**src/rtl/riscv_defines.sv**
```systemverilog
// ---------------------------------------------------------------------------
// riscv_defines
// Shared constants and types for the memory stage.
//   WORD_WIDTH    : datapath width
//   ADDR_WIDTH    : register-file address width
//   mem_size_e    : access size (BYTE, HALF, WORD)
//   decode_size   : maps the raw 2-bit size field to mem_size_e (11 -> WORD)
//   is_misaligned : alignment check for a given size and byte offset
// ---------------------------------------------------------------------------
package riscv_defines;

  localparam int WORD_WIDTH = 32;
  localparam int ADDR_WIDTH = 5;

  typedef enum logic [1:0] {
    BYTE = 2'b00,
    HALF = 2'b01,
    WORD = 2'b10
  } mem_size_e;

  // The reserved encoding 2'b11 behaves as a word access.
  function automatic mem_size_e decode_size(input logic [1:0] raw);
    mem_size_e size;
    case (raw)
      2'b00:   size = BYTE;
      2'b01:   size = HALF;
      default: size = WORD;
    endcase
    return size;
  endfunction

  // Bytes are always aligned; halves need offset[0]==0; words need offset==0.
  function automatic logic is_misaligned(input mem_size_e size, input logic [1:0] offset);
    logic mis;
    case (size)
      HALF:    mis = offset[0];
      WORD:    mis = (offset != 2'b00);
      default: mis = 1'b0;
    endcase
    return mis;
  endfunction

endpackage

```
**src/rtl/data_align.sv**
```systemverilog
// ---------------------------------------------------------------------------
// data_align
// Purely combinational bus formatting for the memory stage.
//   offset      in  2   byte offset inside the addressed word (addr[1:0])
//   size        in  2   access size
//   is_unsigned in  1   zero-extend loads instead of sign-extend
//   store_data  in  32  raw store data (rs2)
//   rdata       in  32  raw bus read data
//   be          out 4   byte enables for the access
//   wdata       out 32  store data replicated across the word
//   load_data   out 32  extracted and extended load result
// ---------------------------------------------------------------------------
module data_align
  import riscv_defines::*;
(
  input  logic [1:0]            offset,
  input  mem_size_e             size,
  input  logic                  is_unsigned,
  input  logic [WORD_WIDTH-1:0] store_data,
  input  logic [WORD_WIDTH-1:0] rdata,
  output logic [3:0]            be,
  output logic [WORD_WIDTH-1:0] wdata,
  output logic [WORD_WIDTH-1:0] load_data
);

  logic [WORD_WIDTH-1:0] shifted;
  logic                  byte_sign;
  logic                  half_sign;

  // Store side: replicating the data into every lane lets the byte enables
  // alone select which lanes the memory actually writes.
  always_comb begin
    be    = 4'b1111;
    wdata = store_data;
    case (size)
      BYTE: begin
        be    = 4'b0001 << offset;
        wdata = {4{store_data[7:0]}};
      end
      HALF: begin
        be    = 4'b0011 << {offset[1], 1'b0};
        wdata = {2{store_data[15:0]}};
      end
      default: begin
        be    = 4'b1111;
        wdata = store_data;
      end
    endcase
  end

  // Load side: move the addressed lane down to bit 0, then extend.
  assign shifted   = rdata >> {offset, 3'b000};
  assign byte_sign = ~is_unsigned & shifted[7];
  assign half_sign = ~is_unsigned & shifted[15];

  always_comb begin
    load_data = shifted;
    case (size)
      BYTE:    load_data = {{(WORD_WIDTH-8){byte_sign}}, shifted[7:0]};
      HALF:    load_data = {{(WORD_WIDTH-16){half_sign}}, shifted[15:0]};
      default: load_data = shifted;
    endcase
  end

endmodule

```
**src/rtl/mem_stage.sv**
```systemverilog
// ---------------------------------------------------------------------------
// mem_stage
// Pipeline memory stage with a single-outstanding request/grant/rvalid bus.
//   clk_i, rst_i                  clock (rising edge), async active-high reset
//   ex_valid_i / ex_ready_o       handshake from EX; ready only when idle
//   alu_result_i                  ALU result or effective address
//   store_data_i                  rs2 data for stores
//   reg_waddr_i, reg_we_i         destination register and write request
//   mem_read_i, mem_write_i       load / store (both set -> load)
//   mem_size_i, mem_unsigned_i    access size (11 -> word), zero-extend load
//   data_req_o / data_gnt_i       bus request / grant
//   data_addr_o, data_we_o,
//   data_be_o, data_wdata_o       word-aligned bus address, write, lanes, data
//   data_rvalid_i, data_rdata_i   bus response
//   wb_valid_o, wb_data_o,
//   wb_waddr_o, wb_we_o           registered one-cycle writeback
//   misaligned_o                  one-cycle pulse for a rejected access
// ---------------------------------------------------------------------------
module mem_stage
  import riscv_defines::*;
(
  input  logic                  clk_i,
  input  logic                  rst_i,
  input  logic                  ex_valid_i,
  output logic                  ex_ready_o,
  input  logic [WORD_WIDTH-1:0] alu_result_i,
  input  logic [WORD_WIDTH-1:0] store_data_i,
  input  logic [ADDR_WIDTH-1:0] reg_waddr_i,
  input  logic                  reg_we_i,
  input  logic                  mem_read_i,
  input  logic                  mem_write_i,
  input  logic [1:0]            mem_size_i,
  input  logic                  mem_unsigned_i,
  output logic                  data_req_o,
  input  logic                  data_gnt_i,
  output logic [WORD_WIDTH-1:0] data_addr_o,
  output logic                  data_we_o,
  output logic [3:0]            data_be_o,
  output logic [WORD_WIDTH-1:0] data_wdata_o,
  input  logic                  data_rvalid_i,
  input  logic [WORD_WIDTH-1:0] data_rdata_i,
  output logic                  wb_valid_o,
  output logic [WORD_WIDTH-1:0] wb_data_o,
  output logic [ADDR_WIDTH-1:0] wb_waddr_o,
  output logic                  wb_we_o,
  output logic                  misaligned_o
);

  typedef enum logic [1:0] {
    IDLE,
    REQ,
    WAIT_RVALID
  } state_e;

  state_e state_reg, state_next;

  // Operation captured at the EX handshake.
  logic [WORD_WIDTH-1:0] addr_reg;
  logic [WORD_WIDTH-1:0] store_data_reg;
  logic [ADDR_WIDTH-1:0] waddr_reg;
  logic                  reg_we_reg;
  logic                  load_reg;
  logic                  store_reg;
  logic                  unsigned_reg;
  mem_size_e             size_reg;

  // Writeback registers.
  logic                  wb_valid_reg, wb_valid_next;
  logic [WORD_WIDTH-1:0] wb_data_reg,  wb_data_next;
  logic [ADDR_WIDTH-1:0] wb_waddr_reg, wb_waddr_next;
  logic                  wb_we_reg,    wb_we_next;
  logic                  misaligned_reg, misaligned_next;

  logic                  accept;
  logic                  in_mem;
  logic                  in_misaligned;
  logic [3:0]            be;
  logic [WORD_WIDTH-1:0] wdata;
  logic [WORD_WIDTH-1:0] load_data;

  assign accept        = ex_valid_i && (state_reg == IDLE);
  assign in_mem        = mem_read_i || mem_write_i;
  // Alignment is judged on the live inputs so a bad access never leaves IDLE.
  assign in_misaligned = in_mem && is_misaligned(decode_size(mem_size_i), alu_result_i[1:0]);

  // -------------------------------------------------------------------------
  // Operation capture
  // -------------------------------------------------------------------------
  always_ff @(posedge clk_i or posedge rst_i) begin
    if (rst_i) begin
      addr_reg       <= '0;
      store_data_reg <= '0;
      waddr_reg      <= '0;
      reg_we_reg     <= 1'b0;
      load_reg       <= 1'b0;
      store_reg      <= 1'b0;
      unsigned_reg   <= 1'b0;
      size_reg       <= BYTE;
    end else if (accept) begin
      addr_reg       <= alu_result_i;
      store_data_reg <= store_data_i;
      waddr_reg      <= reg_waddr_i;
      reg_we_reg     <= reg_we_i;
      // A request flagged as both read and write is handled as a load.
      load_reg       <= mem_read_i;
      store_reg      <= mem_write_i && !mem_read_i;
      unsigned_reg   <= mem_unsigned_i;
      size_reg       <= decode_size(mem_size_i);
    end
  end

  // -------------------------------------------------------------------------
  // Lane formatting for both directions
  // -------------------------------------------------------------------------
  data_align u_data_align (
    .offset      (addr_reg[1:0]),
    .size        (size_reg),
    .is_unsigned (unsigned_reg),
    .store_data  (store_data_reg),
    .rdata       (data_rdata_i),
    .be          (be),
    .wdata       (wdata),
    .load_data   (load_data)
  );

  // -------------------------------------------------------------------------
  // FSM state and writeback registers
  // -------------------------------------------------------------------------
  always_ff @(posedge clk_i or posedge rst_i) begin
    if (rst_i) begin
      state_reg      <= IDLE;
      wb_valid_reg   <= 1'b0;
      wb_data_reg    <= '0;
      wb_waddr_reg   <= '0;
      wb_we_reg      <= 1'b0;
      misaligned_reg <= 1'b0;
    end else begin
      state_reg      <= state_next;
      wb_valid_reg   <= wb_valid_next;
      wb_data_reg    <= wb_data_next;
      wb_waddr_reg   <= wb_waddr_next;
      wb_we_reg      <= wb_we_next;
      misaligned_reg <= misaligned_next;
    end
  end

  // -------------------------------------------------------------------------
  // FSM next state and writeback generation
  // -------------------------------------------------------------------------
  always_comb begin
    state_next      = state_reg;
    wb_valid_next   = 1'b0;
    wb_data_next    = wb_data_reg;
    wb_waddr_next   = wb_waddr_reg;
    wb_we_next      = 1'b0;
    misaligned_next = 1'b0;

    case (state_reg)
      IDLE: begin
        if (accept) begin
          if (!in_mem) begin
            // ALU result bypasses the bus entirely.
            wb_valid_next = 1'b1;
            wb_data_next  = alu_result_i;
            wb_waddr_next = reg_waddr_i;
            wb_we_next    = reg_we_i && (reg_waddr_i != '0);
          end else if (in_misaligned) begin
            // Retire immediately with the register write suppressed.
            wb_valid_next   = 1'b1;
            wb_data_next    = alu_result_i;
            wb_waddr_next   = reg_waddr_i;
            misaligned_next = 1'b1;
          end else begin
            state_next = REQ;
          end
        end
      end

      REQ: begin
        if (data_gnt_i) begin
          state_next = WAIT_RVALID;
        end
      end

      WAIT_RVALID: begin
        if (data_rvalid_i) begin
          state_next    = IDLE;
          wb_valid_next = 1'b1;
          wb_waddr_next = waddr_reg;
          wb_data_next  = load_reg ? load_data : addr_reg;
          wb_we_next    = load_reg && reg_we_reg && (waddr_reg != '0);
        end
      end

      default: begin
        state_next = IDLE;
      end
    endcase
  end

  // -------------------------------------------------------------------------
  // Outputs
  // -------------------------------------------------------------------------
  assign ex_ready_o   = (state_reg == IDLE);
  assign data_req_o   = (state_reg == REQ);
  assign data_we_o    = (state_reg == REQ) && store_reg;
  // Lanes are only meaningful while requesting; this also keeps them zero
  // out of reset even though a zero offset would decode to lane 0.
  assign data_be_o    = (state_reg == REQ) ? be : 4'b0000;
  assign data_addr_o  = {addr_reg[WORD_WIDTH-1:2], 2'b00};
  assign data_wdata_o = wdata;

  assign wb_valid_o   = wb_valid_reg;
  assign wb_data_o    = wb_data_reg;
  assign wb_waddr_o   = wb_waddr_reg;
  assign wb_we_o      = wb_we_reg;
  assign misaligned_o = misaligned_reg;

endmodule

```
**config.mk**
```make
export PLATFORM = sky130hd
export DESIGN_NAME = mem_stage
export DESIGN_NICKNAME = d
export VERILOG_FILES = /design/src/rtl/riscv_defines.sv /design/src/rtl/data_align.sv /design/src/rtl/mem_stage.sv
export SDC_FILE = /design/constraint.sdc
export NUM_CORES = 1
export LEC_CHECK = 0
export BUFFER_PORTS_ARGS = -buffer_cell sky130_fd_sc_hd__buf_2
export CAP_MARGIN = 30
export CORE_ASPECT_RATIO = 1.5
export CORE_MARGIN = 3
export CORE_UTILIZATION = 43
export CTS_BUF_LIST = sky130_fd_sc_hd__clkbuf_4 sky130_fd_sc_hd__clkbuf_8
export CTS_CLUSTER_SIZE = 40
export DETAILED_ROUTE_END_ITERATION = 16
export PLACE_DENSITY_LB_ADDON = 0.1
export SLEW_MARGIN = 10
export SYNTH_ARGS = -nofsm -noshare
export SYNTH_HDL_FRONTEND = slang
export SYNTH_SLANG_ARGS = --single-unit
```
**constraint.sdc**
```tcl
create_clock -name clk_i -period 4 [get_ports clk_i]
set_input_delay 0.4 -clock clk_i [delete_from_list [all_inputs] [get_ports clk_i]]
set_output_delay 0.4 -clock clk_i [all_outputs]
set_load 0.01 [all_outputs]
```
==> results.sh <==
export IMPL_outcome="finished clean"
export IMPL_post_route_util=0.542
export IMPL_synth_area_top_cells="sky130_fd_sc_hd__dfrtp_1 (45%), sky130_fd_sc_hd__nand2_1 (14%), sky130_fd_sc_hd__mux2i_1 (4.7%), sky130_fd_sc_hd__buf_4 (4.7%), sky130_fd_sc_hd__mux2_2 (3.9%)"
export IMPL_wire_length_of_the_first_global_routing_pass_mm=33.2
export IMPL_design_core_area_um2=14800
export IMPL_final_fill_count=1449
export IMPL_hold_ws_ns=0.104
export IMPL_netlist_area_um2=6580
export IMPL_routed_via_density=5.41
export IMPL_fin_nets=1029
export IMPL_die_x_um=107
export IMPL_placed_insts=1090
export IMPL_cts_sink_count=117
export IMPL_track_usage=0.254
export IMPL_drt_total_wl_mm=21.2
export IMPL_maxClockFrequency_ghz=0.374
export IMPL_critPathMaxFanout=24
export IMPL_layout_worst_path_cycle_share=0.669
export IMPL_final_setup_tns_ns=0
export IMPL_first_global_vias=6190
export IMPL_detailed_routed_wire_length_on_met2_mm=10.8
export IMPL_first_iter_violations=405
export IMPL_cap_viol_max_count=0
export IMPL_sequential_cell_area_fraction_in_the_yosys_report=0.445
export IMPL_netlist_top_cell_by_area="sky130_fd_sc_hd__dfrtp_1"
export IMPL_ioPinCount=223
export IMPL_place_gp_congestion=0.855
export IMPL_route_vias_total=6098
export IMPL_initial_antenna_violation_count=2
export IMPL_most_common_cell_in_the_netlist="sky130_fd_sc_hd__nand2_1"
export IMPL_met1Wirelength_mm=8.38
export IMPL_synth_async_reset_ratio=1.00
export IMPL_cts_path_max_buffers=2
export IMPL_finish_cell_count_without_fillers=1127
export IMPL_min_path_type="in -> async"
export IMPL_synth_top_cells_by_count="sky130_fd_sc_hd__nand2_1 (238), sky130_fd_sc_hd__dfrtp_1 (117), sky130_fd_sc_hd__clkbuf_1 (42)"
export IMPL_route_top_layer_used="met5"
export IMPL_cts_root_buf="sky130_fd_sc_hd__clkbuf_8"
export IMPL_tritoncts_clock_tree="built"
export IMPL_synth_top_area_share=0.445
export IMPL_die_height_um=157
export IMPL_finalHoldViolCount=0
export IMPL_floorplan_initialDensity=0.445
export IMPL_detail_route_first_pass_iterations=8
export IMPL_cts_buffers_inserted=17
export IMPL_setup_repair_after_global_routing_missed_its_margin="false"
export IMPL_route_antenna_remaining_nets=0
export IMPL_ctsHtreeMaxLevel=4
export IMPL_setup_worst_path_end_class="primary output"
export IMPL_timing_slew_headroom=0.373
export IMPL_static_leakage_power_nw=4.02
export IMPL_synth_top_flop_cell="sky130_fd_sc_hd__dfrtp_1"
export IMPL_power_density_cell_area_nw_per_um2=633
export IMPL_worst_setup_path_type="reg -> out"
export IMPL_clk_insertion_delay_late_ns=0.43
export IMPL_synth_edf_count=0
export IMPL_post_cts_resized_instances=0
export IMPL_detail_route_drc_violations=0
export IMPL_holdBufCountCts=0
export IMPL_setup_worst_path_start_class="register"
export IMPL_grt_max_degree=82
export IMPL_setup_violations_final=0
export IMPL_detail_route_wl_per_cell_um=18.8
export IMPL_numPortBuffers=220
export IMPL_final_min_clock_period_ns=2.68
export IMPL_netlist_cell_type_count=49
export IMPL_worst_slew_pin_transition_ns=0.941
export IMPL_post_cts_buffers=0
export IMPL_worst_setup_path_startpoint="addr_reg[0]"
export IMPL_synthToLayoutAreaGrowth_pct=21.8
export IMPL_synth_warning_count=0
export IMPL_grt_ovfl_total=0
export IMPL_clk_pin_slew_ns=0.07
export IMPL_syn_inst=753
export IMPL_post_route_cells_drive_above_1_share=0.328
export IMPL_rr_startpoint="addr_reg[0]"
export IMPL_timing_critical_path_required_ns=3.60
export IMPL_std_cell_rows=54
export IMPL_detailedPlacementHpwl_mm=15.3
export IMPL_clock_skew_final_ns=0.0151
export IMPL_met3RoutedLength_mm=1.51
export IMPL_die_area_um2=16800
export IMPL_register_area_um2=2930
export IMPL_multi_input_gate_area_in_the_final_layout_um2=3120
export IMPL_worst_endpoint_arrival_ns=2.28
export IMPL_postSynthRegisterBits=117
export IMPL_peakVddDrop_v=0.000279
export IMPL_maxSlewViolCount=0
export IMPL_syn_avg_cell_area_um2=8.74
## cells by family after synthesis
| logic type | Yosys count | share of synthesized area |
|---|---|---|
| xor gates and xnor gates | 1 | 0.00133 |
| muxes | 60 | 0.107 |
| AOI/OAI and AO/OA | 160 | 0.161 |
| buffers and inverters | 101 | 0.0833 |
| and+or+nand+nor | 313 | 0.201 |
| DFF | 117 | 0.445 |
| other | 1 | 0.000570 |
## per-stage QoR
step	total power, mW	area (um2)	setup WS, ns
floorplan	3.23	6580	0.499
global placement	3.87	7520	1.24
detailed placement	3.93	7550	1.17
CTS	5.09	7970	1.09
global route	5.41	8010	1.18
finish	5.07	8010	1.32
## per-layer routing
| metal | track usage | vias to the layer above |
|---|---|---|
| met2 | 0.439 | 256 |
| met1 | 0.306 | 2920 |
| li1 | - | 2887 |
| met3 | 0.0689 | 33 |
| met5 | 0 | - |
| met4 | 0.0835 | 2 |
## placed cells by master, fill, tap and decap left out, types with 3 or more instances in the layout
cell                         netlist  routed
sky130_fd_sc_hd__nand2_1         238     237
sky130_fd_sc_hd__bufinv_16         0       3
sky130_fd_sc_hd__mux2_2           23      23
sky130_fd_sc_hd__a31oi_1           7       7
sky130_fd_sc_hd__a22oi_1           8       8
sky130_fd_sc_hd__o21ai_0          34      34
sky130_fd_sc_hd__nand4_1           3       3
sky130_fd_sc_hd__clkinvlp_4        0       4
sky130_fd_sc_hd__a21o_1            9       9
sky130_fd_sc_hd__o311a_1           8       8
sky130_fd_sc_hd__o22ai_1           9       9
sky130_fd_sc_hd__a211oi_1          8       8
sky130_fd_sc_hd__o22a_1            8       8
sky130_fd_sc_hd__o211ai_1          6       6
sky130_fd_sc_hd__and3_1            8       8
sky130_fd_sc_hd__inv_1             7       6
sky130_fd_sc_hd__a21oi_1          33      33
sky130_fd_sc_hd__clkinv_2          0       4
sky130_fd_sc_hd__clkbuf_8          0      18
sky130_fd_sc_hd__nand3b_1          9       9
sky130_fd_sc_hd__mux2i_1          31      31
sky130_fd_sc_hd__o31ai_1           5       4
sky130_fd_sc_hd__o2111ai_1         8       8
sky130_fd_sc_hd__buf_2             6     221
sky130_fd_sc_hd__mux4_2            5       5
sky130_fd_sc_hd__or4_1             4       4
sky130_fd_sc_hd__nor2_1           25      25
sky130_fd_sc_hd__nor3_1            3       3
sky130_fd_sc_hd__o221ai_1          3       3
sky130_fd_sc_hd__buf_4            41      11
sky130_fd_sc_hd__o21a_1           10      10
sky130_fd_sc_hd__nand2b_1          5       5
sky130_fd_sc_hd__dfrtp_1         117     117
## power breakdown
part	leakage [nW]	switching, mW	internal (mW)	total, mW
combinational	2.40	1.14	0.872	2.01
clock	0.201	0.518	0.636	1.15
sequential	1.41	0.334	1.57	1.91
total	4.02	1.99	3.08	5.07
## layout make-up
cell class	count	area share
diodes	1	0.000312
well taps	196	0.0306
multi-input cells	536	0.389
clock inverters	13	0.0197
inverters	8	0.00406
repair buffers	237	0.159
clock buffers	19	0.0319
flip-flops and latches	117	0.365
## path summary, 6_finish.rpt
| check | cells after the start | to | slack, ns |
|---|---|---|---|
| setup / recovery | 4 | data_be_o[3] | 1.32 |
| hold / removal | 2 | store_data_reg[0] | 0.10 |
| setup reg to reg | 4 | wb_data_o[16] | 1.41 |
| hold reg to reg | 2 | store_reg | 0.47 |
| max in group asynchronous | 3 | wb_data_o[0] | 3.06 |
| min in group clk_i | 3 | store_data_reg[13] | 0.15 |
## critical path: stages (launching register included)
cell                      delay, ns
sky130_fd_sc_hd__dfrtp_1       0.96
sky130_fd_sc_hd__buf_4         0.36
sky130_fd_sc_hd__o21ai_0       0.15
sky130_fd_sc_hd__a21oi_1       0.20
sky130_fd_sc_hd__buf_2         0.16
(Power assumes the default switching activity.)
